**src/rtl/issue_rat_fgr_ctrl.sv**
```systemverilog
// issue_rat_fgr_ctrl: speculative group (FGR) allocator with in-order commit and youngest-first abandon walk
module issue_rat_fgr_ctrl #(
  parameter int FGR_N = 16
) (
  input  logic       clk,
  input  logic       reset,
  input  logic       i_alloc_valid,
  output logic       o_alloc_ready,
  output logic [3:0] o_alloc_fgr,
  output logic [3:0] o_cur_fgr,
  output logic       o_cur_speculative,
  input  logic       i_commit_valid,
  output logic       o_commit_ready,
  input  logic       i_flush_valid,
  input  logic [3:0] i_flush_fgr,
  output logic [3:0] o_commit_fgr,
  output logic       o_commit_valid,
  output logic [3:0] o_abandon_fgr,
  output logic       o_abandon_valid,
  output logic       o_busy
);
  typedef enum logic {IDLE, ABANDON} state_t;
  state_t     state_q, state_d;
  logic [4:0] head_q, head_d, tail_q, tail_d, target_q, target_d;
  logic [4:0] count, count_c, tail_m1, head_c;
  logic [3:0] offset, commit_fgr_q, commit_fgr_d;
  logic       commit_valid_q, commit_valid_d;
  logic       idle, alloc_fire, commit_fire, flush_ok;
  always_ff @(posedge clk) begin
    if (reset) begin
      state_q        <= IDLE;
      head_q         <= '0;
      tail_q         <= '0;
      target_q       <= '0;
      commit_fgr_q   <= '0;
      commit_valid_q <= 1'b0;
    end else begin
      state_q        <= state_d;
      head_q         <= head_d;
      tail_q         <= tail_d;
      target_q       <= target_d;
      commit_fgr_q   <= commit_fgr_d;
      commit_valid_q <= commit_valid_d;
    end
  end
  // flush window is checked against the head as it will be after a same-cycle commit
  always_comb begin
    alloc_fire     = i_alloc_valid && o_alloc_ready;
    commit_fire    = i_commit_valid && o_commit_ready;
    head_c         = head_q + {4'd0, commit_fire};
    count_c        = tail_q - head_c;
    offset         = i_flush_fgr - head_c[3:0];
    flush_ok       = idle && i_flush_valid && ({1'b0, offset} < count_c);
    state_d        = idle ? (flush_ok ? ABANDON : IDLE) : (tail_m1 == target_q ? IDLE : ABANDON);
    head_d         = head_c;
    tail_d         = idle ? tail_q + {4'd0, alloc_fire} : tail_m1;
    target_d       = flush_ok ? head_c + {1'b0, offset} : target_q;
    commit_fgr_d   = head_q[3:0];
    commit_valid_d = commit_fire;
  end
  always_comb begin
    idle              = state_q == IDLE;
    count             = tail_q - head_q;
    tail_m1           = tail_q - 5'd1;
    o_alloc_ready     = idle && (count < 5'(FGR_N)) && !i_flush_valid;
    o_commit_ready    = idle && (count != 5'd0);
    o_alloc_fgr       = tail_q[3:0];
    o_cur_fgr         = tail_m1[3:0];
    o_cur_speculative = count != 5'd0;
    o_commit_fgr      = commit_fgr_q;
    o_commit_valid    = commit_valid_q;
    o_abandon_fgr     = tail_m1[3:0];
    o_abandon_valid   = !idle;
    o_busy            = !idle;
  end
endmodule

```
**config.mk**
```make
export PLATFORM = sky130hd
export DESIGN_NAME = issue_rat_fgr_ctrl
export DESIGN_NICKNAME = d
export VERILOG_FILES = /design/src/rtl/issue_rat_fgr_ctrl.sv
export SDC_FILE = /design/constraint.sdc
export NUM_CORES = 1
export LEC_CHECK = 0
export ABC_AREA = 1
export BUFFER_PORTS_ARGS = -buffer_cell sky130_fd_sc_hd__buf_2
export CAP_MARGIN = 20
export CORE_ASPECT_RATIO = 0.5
export CORE_MARGIN = 2
export CORE_UTILIZATION = 50
export DETAILED_ROUTE_END_ITERATION = 16
export PLACE_DENSITY = 0.74
export REMOVE_ABC_BUFFERS = 1
export SLEW_MARGIN = 20
export SYNTH_ARGS = -nofsm -noshare
export SYNTH_HDL_FRONTEND = slang
export SYNTH_SLANG_ARGS = --single-unit
```
**constraint.sdc**
```tcl
create_clock -name clk -period 9.5 [get_ports clk]
set_input_delay 0.95 -clock clk [delete_from_list [all_inputs] [get_ports clk]]
set_output_delay 0.95 -clock clk [all_outputs]
set_load 0.02 [all_outputs]
```
==> results_dict.tcl, run 1 <==
set metrics [dict create \
    rsz0062_at_grt "no" \
    max_stage_delay_ns 0.42 \
    maxCapViolations 0 \
    cts_max_level 1 \
    clock_path_buffers 2 \
    die_y_um 46.0 \
    rows 15 \
    slew_violations 0 \
    worst_hold_path_type "register to register" \
    dp_hpwl_um 3030 \
    finalNetCount 289 \
    post_cts_resized 0 \
    coreArea_um2 3400 \
    yosysSeqAreaShare 0.239 \
    path_cells "inv_1, ha_1, o21bai_1, a21o_1, nand2_1, nand2_1, nand2_1, nand2_1, nand2_1, nand3_1, inv_1, ha_1, ha_1, inv_1, ha_1, a21oi_1, maj3_1, xor2_1, ha_1, a21o_2, nand3_4, nand2_4, nor2_1, nor2_2" \
    crit_fanout 7 \
    crit_required_ns 9.66 \
    crit_arrival_ns 4.53 \
    post_synth_num_cell_types 34 \
    via_count 1475 \
    drive_above_1_share 0.237 \
    drc 0 \
    cts_sinks 21 \
    clock_latency_ns 0.26 \
    grt_max_degree 15 \
    end_kind "register" \
    routed_wl_um 3710 \
    numCtsBuffers 3 \
    avgSynthCellArea_um2 7.49 \
    routed_via_density 4.79 \
    synth-seq-cells 21 \
    start_util 0.518 \
    max_freq_mhz 229 \
    grtUsageMet2 0.345 \
    post_cts_buffers 0 \
    pin_count 31 \
    totalNegativeSetupSlack_ns 0 \
    cts_tree "yes" \
    n_antenna_cell 0 \
    grt_overflow 0 \
    firstDrtPassIters 4 \
    grt_most_used_layer "met2" \
    async_reset_ff_frac 0 \
    cts-root-buf "clkbuf_8" \
    worst_pin_slew_ns 0.580 \
    drtIter0Drc 78 \
    grt_antenna_before_repair 0 \
    antenna_left 0 \
    gr-usage-all-layers 0.209 \
    portBuffers 30 \
    critPathLaunchType "register" \
    met1_usage 0.289 \
    finalClockSkew_ns 0.00600 \
    slew_headroom 0.612 \
    use_met3 0.0417 \
    dieArea_um2 4040 \
    grt_pass1_vias 1387 \
    layout_min_cycle_time_ns 4.37 \
    path_clk_slew_ns 0.08 \
    worst-setup-path-type "register to register" \
    fillers 319 \
    synth_edf_count 0 \
    grt_pass1_wl_um 6340 \
    status "complete, no violations" \
    cts_hold_buf 0 \
    routedWlPerCell_um 12.1 \
    die_x_um 87.9 \
    period_share 0.460 \
    ys.flop_type "dfxtp_1" \
    area_delta_synth_final_pct 9.81 \
    cp_slowest_cell "dfxtp_1" \
    setup_violations 0 \
    final-hold-violation-count 0 \
    final_util 0.569 \
    netlist_instances 235 \
    gp_congestion 0.838 \
    yosys_warnings 0 \
    netlist_area_um2 1760 \
]
-- synthesized netlist by cell type (2+ instances only) --
library cell / instances / area share
inv_1: 35 / 0.075
dfxtp_1: 21 / 0.24
nor2_1: 21 / 0.045
clkbuf_1: 2 / 0.0043
xnor2_1: 6 / 0.030
nand2_2: 10 / 0.036
nand2_1: 34 / 0.072
nor2_2: 2 / 0.0071
buf_4: 9 / 0.038
inv_2: 4 / 0.0085
nand3_1: 18 / 0.051
fa_1: 3 / 0.034
o21ai_0: 5 / 0.014
nand3_2: 4 / 0.023
ha_1: 19 / 0.14
a21oi_1: 13 / 0.037
xor2_1: 12 / 0.060
-- placed cells by master (no fill, tap or decap), drive strengths merged, types with 2 or more instances in the layout --
master   n
nand2   45
inv     39
buf     30
nor2    24
nand3   23
dfxtp   21
ha      19
a21oi   13
xor2    13
xnor2    7
o21ai    5
clkbuf   4
fa       3
a21o     2
-- per-stage QoR --
| stage | cells | area [um2] | worst slack [ns] | hold WS, ns |
|---|---|---|---|---|
| floorplan | 223 | 1670 | 5.12 | 0.424 |
| global placement | 304 | 1890 | 5.30 | 0.451 |
| detailed placement | 304 | 1890 | 5.13 | 0.457 |
| CTS | 308 | 1930 | 5.12 | 0.468 |
| global route | 308 | 1930 | 4.77 | 0.504 |
| finish | 308 | 1930 | 5.13 | 0.471 |
-- routing by layer --
layer	wire, um	vias up
met5	0	-
met4	25	0
met3	171	2
met2	1630	30
met1	1880	669
li1	-	774
-- final timing paths --
kind / start / endpoint / slack (ns) / depth (start not counted)
worst max-delay path: tail_q[0]$_SDFF_PP0_ / target_q[4]$_SDFFE_PP0P_ / 5.13 / 24
worst min-delay path: head_q[0]$_SDFF_PP0_ / o_commit_fgr[0]$_SDFF_PP0_ / 0.47 / 2
worst max register to register: tail_q[0]$_SDFF_PP0_ / target_q[4]$_SDFFE_PP0P_ / 5.13 / 24
worst min register to register: head_q[0]$_SDFF_PP0_ / o_commit_fgr[0]$_SDFF_PP0_ / 0.47 / 2
-- worst max-delay path: cells and delay by family, from the launching register on --
family	cells	cell delay [ns]
simple gates	10	0.85
compound gates	4	0.69
buf+inv	3	0.38
flops	1	0.42
fa+ha+maj	6	1.76
xor+xnor	1	0.15
-- logic make-up (layout without fill, tap and decap cells) --
family | Yosys count | after routing | share of synthesized area
buffers and inverters | 52 | 74 | 0.135
XOR/XNOR | 20 | 20 | 0.108
flip-flops | 21 | 21 | 0.239
adder cells (fa/ha/maj) | 23 | 23 | 0.175
AND/OR/NAND/NOR | 97 | 97 | 0.274
AO/OA/AOI/OAI | 22 | 22 | 0.0689
-- sequential cells by signal, summed over array words and instances, names as in the netlist --
name and cells:
head_q 5, tail_q 5, target_q 5, o_commit_fgr 4
o_abandon_valid 1, o_commit_valid 1
-- layout make-up --
| cell class | count | area [um2] | share of cell area |
|---|---|---|---|
| Sequential cell | 21 | 420 | 0.217 |
| Clock buffer | 4 | 45.0 | 0.0233 |
| Tap cell | 51 | 63.8 | 0.0330 |
| Multi-Input combinational cell | 162 | 1100 | 0.570 |
| Inverter | 40 | 151 | 0.0783 |
| Timing Repair Buffer | 30 | 150 | 0.0777 |
Power of run 1 is left out: the tool's default activity adds up to more than one toggle a clock period on the data nets, which glitch-free logic cannot reach.
==> run 2, diff against run 1 <==
==> constraint.sdc (replaced) <==
create_clock -name clk -period 4.56 [get_ports clk]
set_input_delay 0.456 -clock clk [delete_from_list [all_inputs] [get_ports clk]]
set_output_delay 0.456 -clock clk [all_outputs]
set_load 0.02 [all_outputs]
==> run 2 against run 1 <==
Routed wire length up 1.3%; clock skew about the same; critical endpoint is now target_q[3]$_SDFFE_PP0P_; highest routed layer unchanged; global-route usage down 0.57 points.
==> results_dict.tcl, run 2 (synthesis results as in run 1) <==
set metrics [dict create \
    cts_sinks 21 \
    final_cells 310 \
    crit_fanout 7 \
    reg_top3 "head_q x5, tail_q x5, target_q x5" \
    antenna_left 0 \
    max_freq_mhz 237 \
    coreArea_um2 3400 \
    drtIter0Drc 62 \
    ff_latch_area_um2 422 \
    path_clk_slew_ns 0.08 \
    cts_hold_buf 0 \
    final_common_cell "inv_1" \
    routedWlPerCell_um 12.1 \
    fillers 315 \
    rsz0062_at_grt "no" \
    dp_hpwl_um 3100 \
    worst_hold_path_type "input pin to register" \
    gp_congestion 0.841 \
    end_kind "register" \
    grt_pass1_wl_um 6150 \
    worst-setup-path-type "register to register" \
    drc 0 \
    totalNegativeSetupSlack_ns 0 \
    status "complete, no violations" \
    start_util 0.518 \
    multiInputGateArea_um2 1110 \
    slew_headroom 0.640 \
    layout_common_cells "inv_1, nand2_1, buf_2" \
    finalNetCount 291 \
    final-hold-violation-count 0 \
    routed_wl_um 3760 \
    die_x_um 87.9 \
    finalClockSkew_ns 0.00640 \
    crit_arrival_ns 4.37 \
    slew_violations 0 \
    portBuffers 30 \
    critPathLaunchType "register" \
    maxCapViolations 0 \
    rows 15 \
    routed_via_density 4.85 \
    drive_above_1_share 0.259 \
    grt_antenna_before_repair 0 \
    via_count 1504 \
    cts-root-buf "clkbuf_8" \
    numCtsBuffers 3 \
    dieArea_um2 4040 \
    post_cts_buffers 0 \
    setup_violations 0 \
    cts_tree "yes" \
    period_share 0.925 \
    firstDrtPassIters 5 \
    gr-usage-all-layers 0.203 \
    pin_count 31 \
    crit_required_ns 4.72 \
    die_y_um 46.0 \
    clock_path_buffers 2 \
    area_delta_synth_final_pct 11.2 \
    worst_pin_slew_ns 0.539 \
    clock_latency_ns 0.26 \
    grt_pass1_vias 1329 \
    cts_max_level 1 \
    layout_min_cycle_time_ns 4.22 \
    dpl.cell_count 306 \
    grt_max_degree 15 \
    n_antenna_cell 0 \
    post_cts_resized 0 \
    grt_overflow 0 \
]
## run 2: changes by cell type in the layout (fill, tap and decap cells not counted)
cell,change
clkbuf_1,-1
dfxtp_2,+1
clkinv_2,+1
buf_4,+2
dfxtp_1,-1
ha_2,+1
ha_1,-1
o21bai_2,+1
o21bai_1,-1
## run 2: critical path, cell delays in order, from the launching register on
cell and delay, ns:
dfxtp_1 0.36, inv_1 0.08, ha_1 0.30, inv_1 0.05, o21bai_2 0.14, a21o_1 0.16, nand2_1 0.07, nand2_1 0.06
nand2_1 0.04, nand2_1 0.09, nand2_1 0.08, nand3_1 0.09, inv_1 0.06, ha_1 0.21, ha_2 0.40, inv_1 0.12
ha_1 0.29, a21oi_1 0.06, maj3_1 0.34, xor2_1 0.19, ha_1 0.27, a21o_2 0.23, nand3_4 0.12, nand2_4 0.07
nor2_1 0.15, nor2_2 0.06
## run 2: final timing paths
kind	start	endpoint	slack, ns	depth (start not counted)
max	head_q[1]$_SDFF_PP0_	target_q[3]$_SDFFE_PP0P_	0.34	25
min	i_commit_valid	o_commit_valid$_SDFF_PP0_	0.46	3
max reg2reg	head_q[1]$_SDFF_PP0_	target_q[3]$_SDFFE_PP0P_	0.34	25
min reg2reg	head_q[0]$_SDFF_PP0_	o_commit_fgr[0]$_SDFF_PP0_	0.48	2
## run 2: metal layers
| layer | vias to the layer above | track usage | part of all wire |
|---|---|---|---|
| met5 | - | 0 | 0 |
| met4 | 0 | 0.0400 | 0.011 |
| met3 | 4 | 0.0362 | 0.037 |
| met2 | 32 | 0.330 | 0.43 |
| met1 | 690 | 0.286 | 0.53 |
| li1 | 778 | - | - |
## run 2: final cells by class
class,instances,area share
multi-input combinational,162,0.566
sequential,21,0.215
timing repair buffer,32,0.0844
inverter,40,0.0774
tap,51,0.0326
clock buffer,3,0.0211
clock inverter,1,0.00256
## run 2: stage by stage
step	hold slack, ns	worst slack, ns	area [um2]	util
final	0.457	0.343	1960	0.576
after global routing	0.468	0.0394	1960	0.576
after CTS	0.453	0.241	1950	0.574
after detailed placement	0.468	0.290	1900	0.560
after global placement	0.453	0.439	1900	0.560
after floorplan	0.424	0.177	1670	-
Power of run 2 is left out for the same reason.
